==> config.mk <==
export PLATFORM = sky130hd
export DESIGN_NAME = if_id_pipe_flat
export DESIGN_NICKNAME = d
export VERILOG_FILES = /design/src/rtl/pipe_pkg.sv /design/src/rtl/if_id_pipe_if.sv /design/src/rtl/pipe_entry_reg.sv /design/src/rtl/if_id_pipe.sv /design/src/flat_wrapper.sv
export SDC_FILE = /design/constraint.sdc
export NUM_CORES = 1
export LEC_CHECK = 0
export ABC_AREA = 1
export CORE_ASPECT_RATIO = 0.6
export CORE_MARGIN = 5
export CORE_UTILIZATION = 30
export CTS_CLUSTER_DIAMETER = 100
export DETAILED_ROUTE_END_ITERATION = 6
export GPL_TIMING_DRIVEN = 0
export SYNTH_ARGS = -nofsm -noshare
export SYNTH_HDL_FRONTEND = slang
export SYNTH_HIERARCHICAL = 1
export SYNTH_SLANG_ARGS = --single-unit
==> constraint.sdc <==
create_clock -name clk -period 2.25 [get_ports clk]
set_input_delay 0.3375 -clock clk [delete_from_list [all_inputs] [get_ports clk]]
set_output_delay 0.3375 -clock clk [all_outputs]
set_load 0.01 [all_outputs]
==> src/rtl/pipe_pkg.sv <==
// ============================================================================
// Module      : pipe_pkg
// Description : Shared definitions for the IF/ID pipeline register: the NOP
//               encoding for nullified slots, the occupancy encoding, and the
//               layout of one buffered entry.
// Revision    : 1.0 - initial release
// ============================================================================
`default_nettype none

package pipe_pkg;

  // Instruction word presented to decode in place of a nullified instruction.
  localparam logic [31:0] NOP_INST = 32'h0800_0240;

  // Buffer occupancy: ONE means only main is valid, FULL means main and skid.
  typedef enum logic [1:0] {
    EMPTY = 2'd0,
    ONE   = 2'd1,
    FULL  = 2'd2
  } occ_e;

  // An entry is the concatenation {null, pc, inst}, MSB first. The widths
  // are parameters of the users, so the layout is expressed as a width helper.
  function automatic int entry_width(input int inst_w, input int pc_w);
    return 1 + pc_w + inst_w;
  endfunction

endpackage

`default_nettype wire

==> src/rtl/if_id_pipe_if.sv <==
// ============================================================================
// Module      : if_id_pipe_if
// Description : Bundle of the fetch-side and decode-side handshake, data and
//               control signals around the IF/ID pipeline register.
// Revision    : 1.0 - initial release
// ============================================================================
`default_nettype none

interface if_id_pipe_if #(
  parameter int INST_W = 32,
  parameter int PC_W   = 32
);

  logic              in_valid;
  logic              in_ready;
  logic [INST_W-1:0] Inst_in;
  logic [PC_W-1:0]   PC_Front;
  logic              out_valid;
  logic              out_ready;
  logic [INST_W-1:0] Inst_out;
  logic [PC_W-1:0]   PC_Front_out;
  logic              Null_out;
  logic              flush;
  logic              nullify;

  // Pipeline register side.
  modport slave (
    input  in_valid, Inst_in, PC_Front, out_ready, flush, nullify,
    output in_ready, out_valid, Inst_out, PC_Front_out, Null_out
  );

  // Surrounding stages (fetch source, decode sink, hazard control).
  modport master (
    output in_valid, Inst_in, PC_Front, out_ready, flush, nullify,
    input  in_ready, out_valid, Inst_out, PC_Front_out, Null_out
  );

endinterface

`default_nettype wire

==> src/rtl/pipe_entry_reg.sv <==
// ============================================================================
// Module      : pipe_entry_reg
// Description : One buffered pipeline entry: valid flag plus {null, pc, inst}.
//               Supports load, clear (drops valid and null, keeps data) and
//               mark (turns the held instruction into a NOP).
// Revision    : 1.0 - initial release
// ============================================================================
`default_nettype none

module pipe_entry_reg
  import pipe_pkg::*;
#(
  parameter int INST_W = 32,
  parameter int PC_W   = 32,
  localparam int ENT_W = 1 + PC_W + INST_W
) (
  input  wire logic             clk,
  input  wire logic             Reset,
  input  wire logic             load_i,
  input  wire logic             clr_i,
  input  wire logic             mark_i,
  input  wire logic [ENT_W-1:0] entry_i,
  output logic                  valid_o,
  output logic      [ENT_W-1:0] entry_o
);

  localparam logic [INST_W-1:0] NOP_VAL = INST_W'(NOP_INST);

  logic             valid_q;
  logic [ENT_W-1:0] entry_q;

  // Clear beats load beats mark; the data field is retained on clear so an
  // emptied buffer keeps showing its last instruction and PC.
  always_ff @(posedge clk) begin
    if (Reset) begin
      valid_q <= 1'b0;
      entry_q <= '0;
    end else if (clr_i) begin
      valid_q          <= 1'b0;
      entry_q[ENT_W-1] <= 1'b0;
    end else if (load_i) begin
      valid_q <= 1'b1;
      entry_q <= entry_i;
    end else if (mark_i) begin
      entry_q[ENT_W-1]    <= 1'b1;
      entry_q[INST_W-1:0] <= NOP_VAL;
    end
  end

  assign valid_o = valid_q;
  assign entry_o = entry_q;

endmodule

`default_nettype wire

==> src/rtl/if_id_pipe.sv <==
// ============================================================================
// Module      : if_id_pipe
// Description : IF/ID pipeline register with valid/ready handshake, 2-entry
//               skid buffer, flush and PA-RISC style nullification.
// Revision    : 1.0 - initial release
// ============================================================================
`default_nettype none

module if_id_pipe
  import pipe_pkg::*;
#(
  parameter int INST_W = 32,
  parameter int PC_W   = 32
) (
  input  wire logic   clk,
  input  wire logic   Reset,
  if_id_pipe_if.slave bus
);

  localparam int ENT_W = entry_width(INST_W, PC_W);
  localparam logic [INST_W-1:0] NOP_VAL = INST_W'(NOP_INST);

  occ_e state_q, state_d;
  logic pend_q, pend_d;
  logic in_ready_q;

  logic in_xfer, out_xfer;
  logic null_now, hold_out, pend_eff;
  logic main_load, main_clr, main_mark;
  logic skid_load, skid_clr;
  logic main_valid, skid_valid;
  logic [ENT_W-1:0] main_ent, skid_ent, in_ent, main_src, main_ent_d;

  assign in_xfer  = bus.in_valid & in_ready_q;
  assign out_xfer = main_valid & bus.out_ready;

  // Flush suppresses nullify. A held, stalled output gets marked in place;
  // otherwise the request applies to whatever is loaded into main next,
  // including an entry loaded in this very cycle.
  assign null_now = bus.nullify & ~bus.flush;
  assign hold_out = main_valid & ~bus.out_ready;
  assign pend_eff = pend_q | (null_now & ~hold_out);

  assign in_ent     = {1'b0, bus.PC_Front, bus.Inst_in};
  assign main_src   = skid_valid ? skid_ent : in_ent;
  assign main_ent_d = pend_eff ? {1'b1, main_src[ENT_W-2:INST_W], NOP_VAL} : main_src;

  // Occupancy, pending-nullify flag and registered ready.
  always_ff @(posedge clk) begin
    if (Reset) begin
      state_q    <= EMPTY;
      pend_q     <= 1'b0;
      in_ready_q <= 1'b0;
    end else begin
      state_q    <= state_d;
      pend_q     <= pend_d;
      in_ready_q <= (state_d != FULL);
    end
  end

  // Next occupancy and entry-register controls.
  always_comb begin
    state_d   = state_q;
    main_load = 1'b0;
    main_clr  = 1'b0;
    main_mark = null_now & hold_out;
    skid_load = 1'b0;
    skid_clr  = 1'b0;

    if (bus.flush) begin
      state_d   = EMPTY;
      main_clr  = 1'b1;
      skid_clr  = 1'b1;
      main_mark = 1'b0;
    end else begin
      case (state_q)
        EMPTY: begin
          if (in_xfer) begin
            main_load = 1'b1;
            state_d   = ONE;
          end
        end
        ONE: begin
          if (in_xfer && out_xfer) begin
            main_load = 1'b1;
          end else if (in_xfer) begin
            skid_load = 1'b1;
            state_d   = FULL;
          end else if (out_xfer) begin
            main_clr = 1'b1;
            state_d  = EMPTY;
          end
        end
        FULL: begin
          if (out_xfer) begin
            main_load = 1'b1;
            skid_clr  = 1'b1;
            state_d   = ONE;
          end
        end
        default: begin
          state_d  = EMPTY;
          main_clr = 1'b1;
          skid_clr = 1'b1;
        end
      endcase
    end

    if (bus.flush || main_load) begin
      pend_d = 1'b0;
    end else begin
      pend_d = pend_eff;
    end
  end

  pipe_entry_reg #(.INST_W(INST_W), .PC_W(PC_W)) u_main (
    .clk     (clk),
    .Reset   (Reset),
    .load_i  (main_load),
    .clr_i   (main_clr),
    .mark_i  (main_mark),
    .entry_i (main_ent_d),
    .valid_o (main_valid),
    .entry_o (main_ent)
  );

  pipe_entry_reg #(.INST_W(INST_W), .PC_W(PC_W)) u_skid (
    .clk     (clk),
    .Reset   (Reset),
    .load_i  (skid_load),
    .clr_i   (skid_clr),
    .mark_i  (1'b0),
    .entry_i (in_ent),
    .valid_o (skid_valid),
    .entry_o (skid_ent)
  );

  assign bus.in_ready     = in_ready_q;
  assign bus.out_valid    = main_valid;
  assign bus.Null_out     = main_ent[ENT_W-1];
  assign bus.PC_Front_out = main_ent[ENT_W-2:INST_W];
  assign bus.Inst_out     = main_ent[INST_W-1:0];

endmodule

`default_nettype wire

==> src/flat_wrapper.sv <==
// flat-port wrapper written by rule: the top's interface ports become plain ports
module if_id_pipe_flat import pipe_pkg::*;
#(
  parameter int INST_W = 32,
  parameter int PC_W   = 32
)
  (clk, Reset, bus_in_valid, bus_Inst_in, bus_PC_Front, bus_out_ready, bus_flush, bus_nullify, bus_in_ready, bus_out_valid, bus_Inst_out, bus_PC_Front_out, bus_Null_out);
  if_id_pipe_if #(.INST_W(INST_W), .PC_W(PC_W)) bus_i ();
  input  wire logic clk;
  input  wire logic Reset;
  input wire logic [$bits(bus_i.in_valid)-1:0] bus_in_valid;
  input wire logic [$bits(bus_i.Inst_in)-1:0] bus_Inst_in;
  input wire logic [$bits(bus_i.PC_Front)-1:0] bus_PC_Front;
  input wire logic [$bits(bus_i.out_ready)-1:0] bus_out_ready;
  input wire logic [$bits(bus_i.flush)-1:0] bus_flush;
  input wire logic [$bits(bus_i.nullify)-1:0] bus_nullify;
  output wire logic [$bits(bus_i.in_ready)-1:0] bus_in_ready;
  output wire logic [$bits(bus_i.out_valid)-1:0] bus_out_valid;
  output wire logic [$bits(bus_i.Inst_out)-1:0] bus_Inst_out;
  output wire logic [$bits(bus_i.PC_Front_out)-1:0] bus_PC_Front_out;
  output wire logic [$bits(bus_i.Null_out)-1:0] bus_Null_out;
  assign bus_i.in_valid = bus_in_valid;
  assign bus_i.Inst_in = bus_Inst_in;
  assign bus_i.PC_Front = bus_PC_Front;
  assign bus_i.out_ready = bus_out_ready;
  assign bus_i.flush = bus_flush;
  assign bus_i.nullify = bus_nullify;
  assign bus_in_ready = bus_i.in_ready;
  assign bus_out_valid = bus_i.out_valid;
  assign bus_Inst_out = bus_i.Inst_out;
  assign bus_PC_Front_out = bus_i.PC_Front_out;
  assign bus_Null_out = bus_i.Null_out;
  if_id_pipe #(.INST_W(INST_W), .PC_W(PC_W)) u_core (.clk(clk), .Reset(Reset), .bus(bus_i));
endmodule
==> metrics <==
Crit path top cell by count=nand2_1; HP Class=flip-flop to flip-flop; Layout area overhead=39.2%; routed wire length per instance=approximately 14 um; global-route wire length before repair=28.8 mm; RSZ-0062 raised after global routing=yes; largest net degree at the start of global routing=17; initial antenna violation count=0; I/O pins=between 100 and 150; sequential area share after synthesis=a little under half; Horiz. Die Dim=around 190 um; power per cell area=711 mW/mm2; DRT antenna net count=0; IO buf count=136; ANT cells=0; Ys Warns=6; Critical-path top delay cell=clkdlybuf4s50_1; critical path startpoint category=input port; critical path arrival=around 2.4 ns; Slew headroom=between 60% and 70%; placed cell count=between 1,000 and 1,500; distinct cell type count after synthesis=21; Hold Fails Final Rpt=0; TritonCTS clock tree=yes; Clock Sinks=roughly 140; max capacitance violation total=0; FF+latch area=roughly 0.0027 mm2; TritonCTS buffer count=17; Max VDD drop=0.455 mV; Setup CP Type=input port to flip-flop; crit-path cells=clkdlybuf4s50_1, nand2_1, inv_1, nor2_1, nor3b_2, nand2_2, inv_2, buf_4, nand2_1, a21oi_1; Post-Synthesis Cells=between 800 and 900; multi-input logic area=around 0.0026 mm2; initial core utilization=between 30% and 40%; slowest stage delay, CP=around 0.43 ns; Root Driver=clkbuf_16; CP endpoint kind=flip-flop; cts hold-fix bufs=0; Slew @ Worst Pin=~0.53 ns; vias=roughly 5,700; die area=around 0.022 mm2; Initial DRC Count=roughly 380; Reg clk slew, reported paths=around 0.060 ns; postcts setup bufs=0; nets@finish=~1,100; H-tree depth=4; Netlist Area Pre-Place=0.00571 mm2; syn_area_per_cell=slightly below 7 um2; fillers=~1,900; clk buf depth=2; FP Rows=39; vias in the first global route=approximately 5,400; max frequency=a little under 500 MHz; Worst Path Required=around 2.6 ns; Crit Path Max Fanout=10; post-detail-place hpwl=~13 mm; Remaining DRCs=0; routability congestion estimate=0.793; period utilisation layout=91.6%; GRT Residual Overflow=0; run status=finished, final reports clean; synthesized flop and latch total=roughly 140; Pwr Total=~5.6 mW; fin crit period=approximately 2 ns; Setup-failing EPs final=0; Chip Height=117 um; gr usage total=~17%; share of layout cells above drive strength 1=7.74%; fin cells=1,254; count of pins over their slew limit=0; drt first pass iters=5; drt total wl=approximately 18 mm; Layout Skew=0.0111 ns; Worst-Skew Late Latency=0.42 ns; Leak Pwr=approximately 3 nW; Via density=~4.5; total core area=~0.019 mm2
final cells by class:
class	count	share of cell area [%]
sequential	136	34.3
clock inverter	14	1.43
tap	246	3.88
inverter	18	0.851
buffer	52	3.70
multi-input combinational	634	33.2
clock buffer	18	5.53
timing repair buffer	136	17.1
registers in the layout, indices dropped and copies added (netlist names):
signal and flops:
u_core/u_main/entry_o 65, u_core/u_skid/entry_o 65, u_core/state_q 2, u_core/bus.in_ready 1, u_core/pend_q 1, u_core/u_main/valid_o 1
u_core/u_skid/valid_o 1
stage by stage:
stage          instance area [um2]  setup WS [ns]  util [%]  setup TNS, ns  hold WS (ns)
2_1_floorplan                 5710          0.574         -              0         0.407
4_1_cts                       7940          0.208      42.2              0         0.460
6_report                      7940          0.190      42.2              0         0.459
5_1_grt                       7940        -0.0243      42.2        -0.0705         0.476
3_5_place_dp                  7380         -0.479      39.2         -33.52         0.451
3_3_place_gp                  7380         -0.497      39.2         -33.74         0.448
path summary, 6_finish.rpt:
kind	from	end	slack, ns	cells after the start
worst max-delay path	bus_out_ready	u_core/u_skid/entry_o[16]	0.19	10
worst min-delay path	u_core/u_skid/entry_o[20]	u_core/u_skid/entry_o[20]	0.46	2
worst max register to register	u_core/u_main/valid_o	u_core/u_skid/entry_o[16]	0.22	9
worst min register to register	u_core/u_skid/entry_o[20]	u_core/u_skid/entry_o[20]	0.46	2
kinds of logic (layout without fill, tap and decap cells):
| group | after synthesis | in the layout | share of synthesized area, % |
|---|---|---|---|
| AOI/OAI and AO/OA | 169 | 169 | 14.9 |
| buffers and inverters | 70 | 238 | 6.34 |
| DFF | 136 | 136 | 47.7 |
| other | 1 | 3 | 0.0657 |
| and+or+nand+nor | 462 | 462 | 30.9 |
layer usage:
layer / wire, um / GRT usage [%]
met5: 0 / 0
met4: 162 / 4.45
met3: 1240 / 4.95
met2: 7040 / 23.7
met1: 9310 / 24.2
timing repair:
action	4_1_cts	5_1_grt
setup endpoints to repair	60	8
gates resized for setup	1	0
cloned	0	0
layout by cell type (no fill, tap or decap):
master / count
clkbuf_16: 17
o21ai_1: 2
nand3_1: 5
a21oi_1: 93
conb_1: 3
nand2_1: 294
clkinv_2: 2
clkbuf_8: 1
clkdlybuf4s50_1: 136
inv_8: 1
clkbuf_1: 20
nor3b_2: 1
nor3_1: 3
o21bai_1: 1
clkinv_4: 2
buf_2: 16
inv_1: 13
buf_6: 5
nor2_2: 1
o21ai_0: 72
a21oi_2: 1
clkinvlp_4: 3
or2_2: 2
nand2_2: 4
inv_2: 5
inv_6: 6
dfxtp_1: 136
nor2_1: 152
buf_4: 11
worst max-delay path, delay by kind of cell:
family	cells	cell delay, ns
AO/OA/AOI/OAI	1	0.15
buffers and inverters	4	0.92
AND/OR/NAND/NOR	5	1.00
cell usage after synthesis:
cell type  count  area share [%]
nand2_1      294              19
nor2_2         1            0.11
inv_1         13            0.86
a21oi_2        1            0.15
buf_2         16             1.4
buf_4         11             1.4
o21ai_0       72             6.3
nand2_2        4            0.44
dfxtp_1      136              48
clkbuf_1      20             1.3
o21bai_1       1            0.13
inv_2          5            0.33
or2_2          2            0.22
nor3b_1        1            0.13
nand3_1        5            0.44
nor3_1         3            0.26
nor2_1       152              10
conb_1         1           0.066
buf_6          5            0.99
o21ai_1        2            0.18
a21oi_1       93             8.2
report_power, final:
group	internal (mW)	switching (mW)
sequential	2.46	0.0251
combinational	0.270	0.280
clock	1.46	1.15
(Power assumes the default switching activity.)
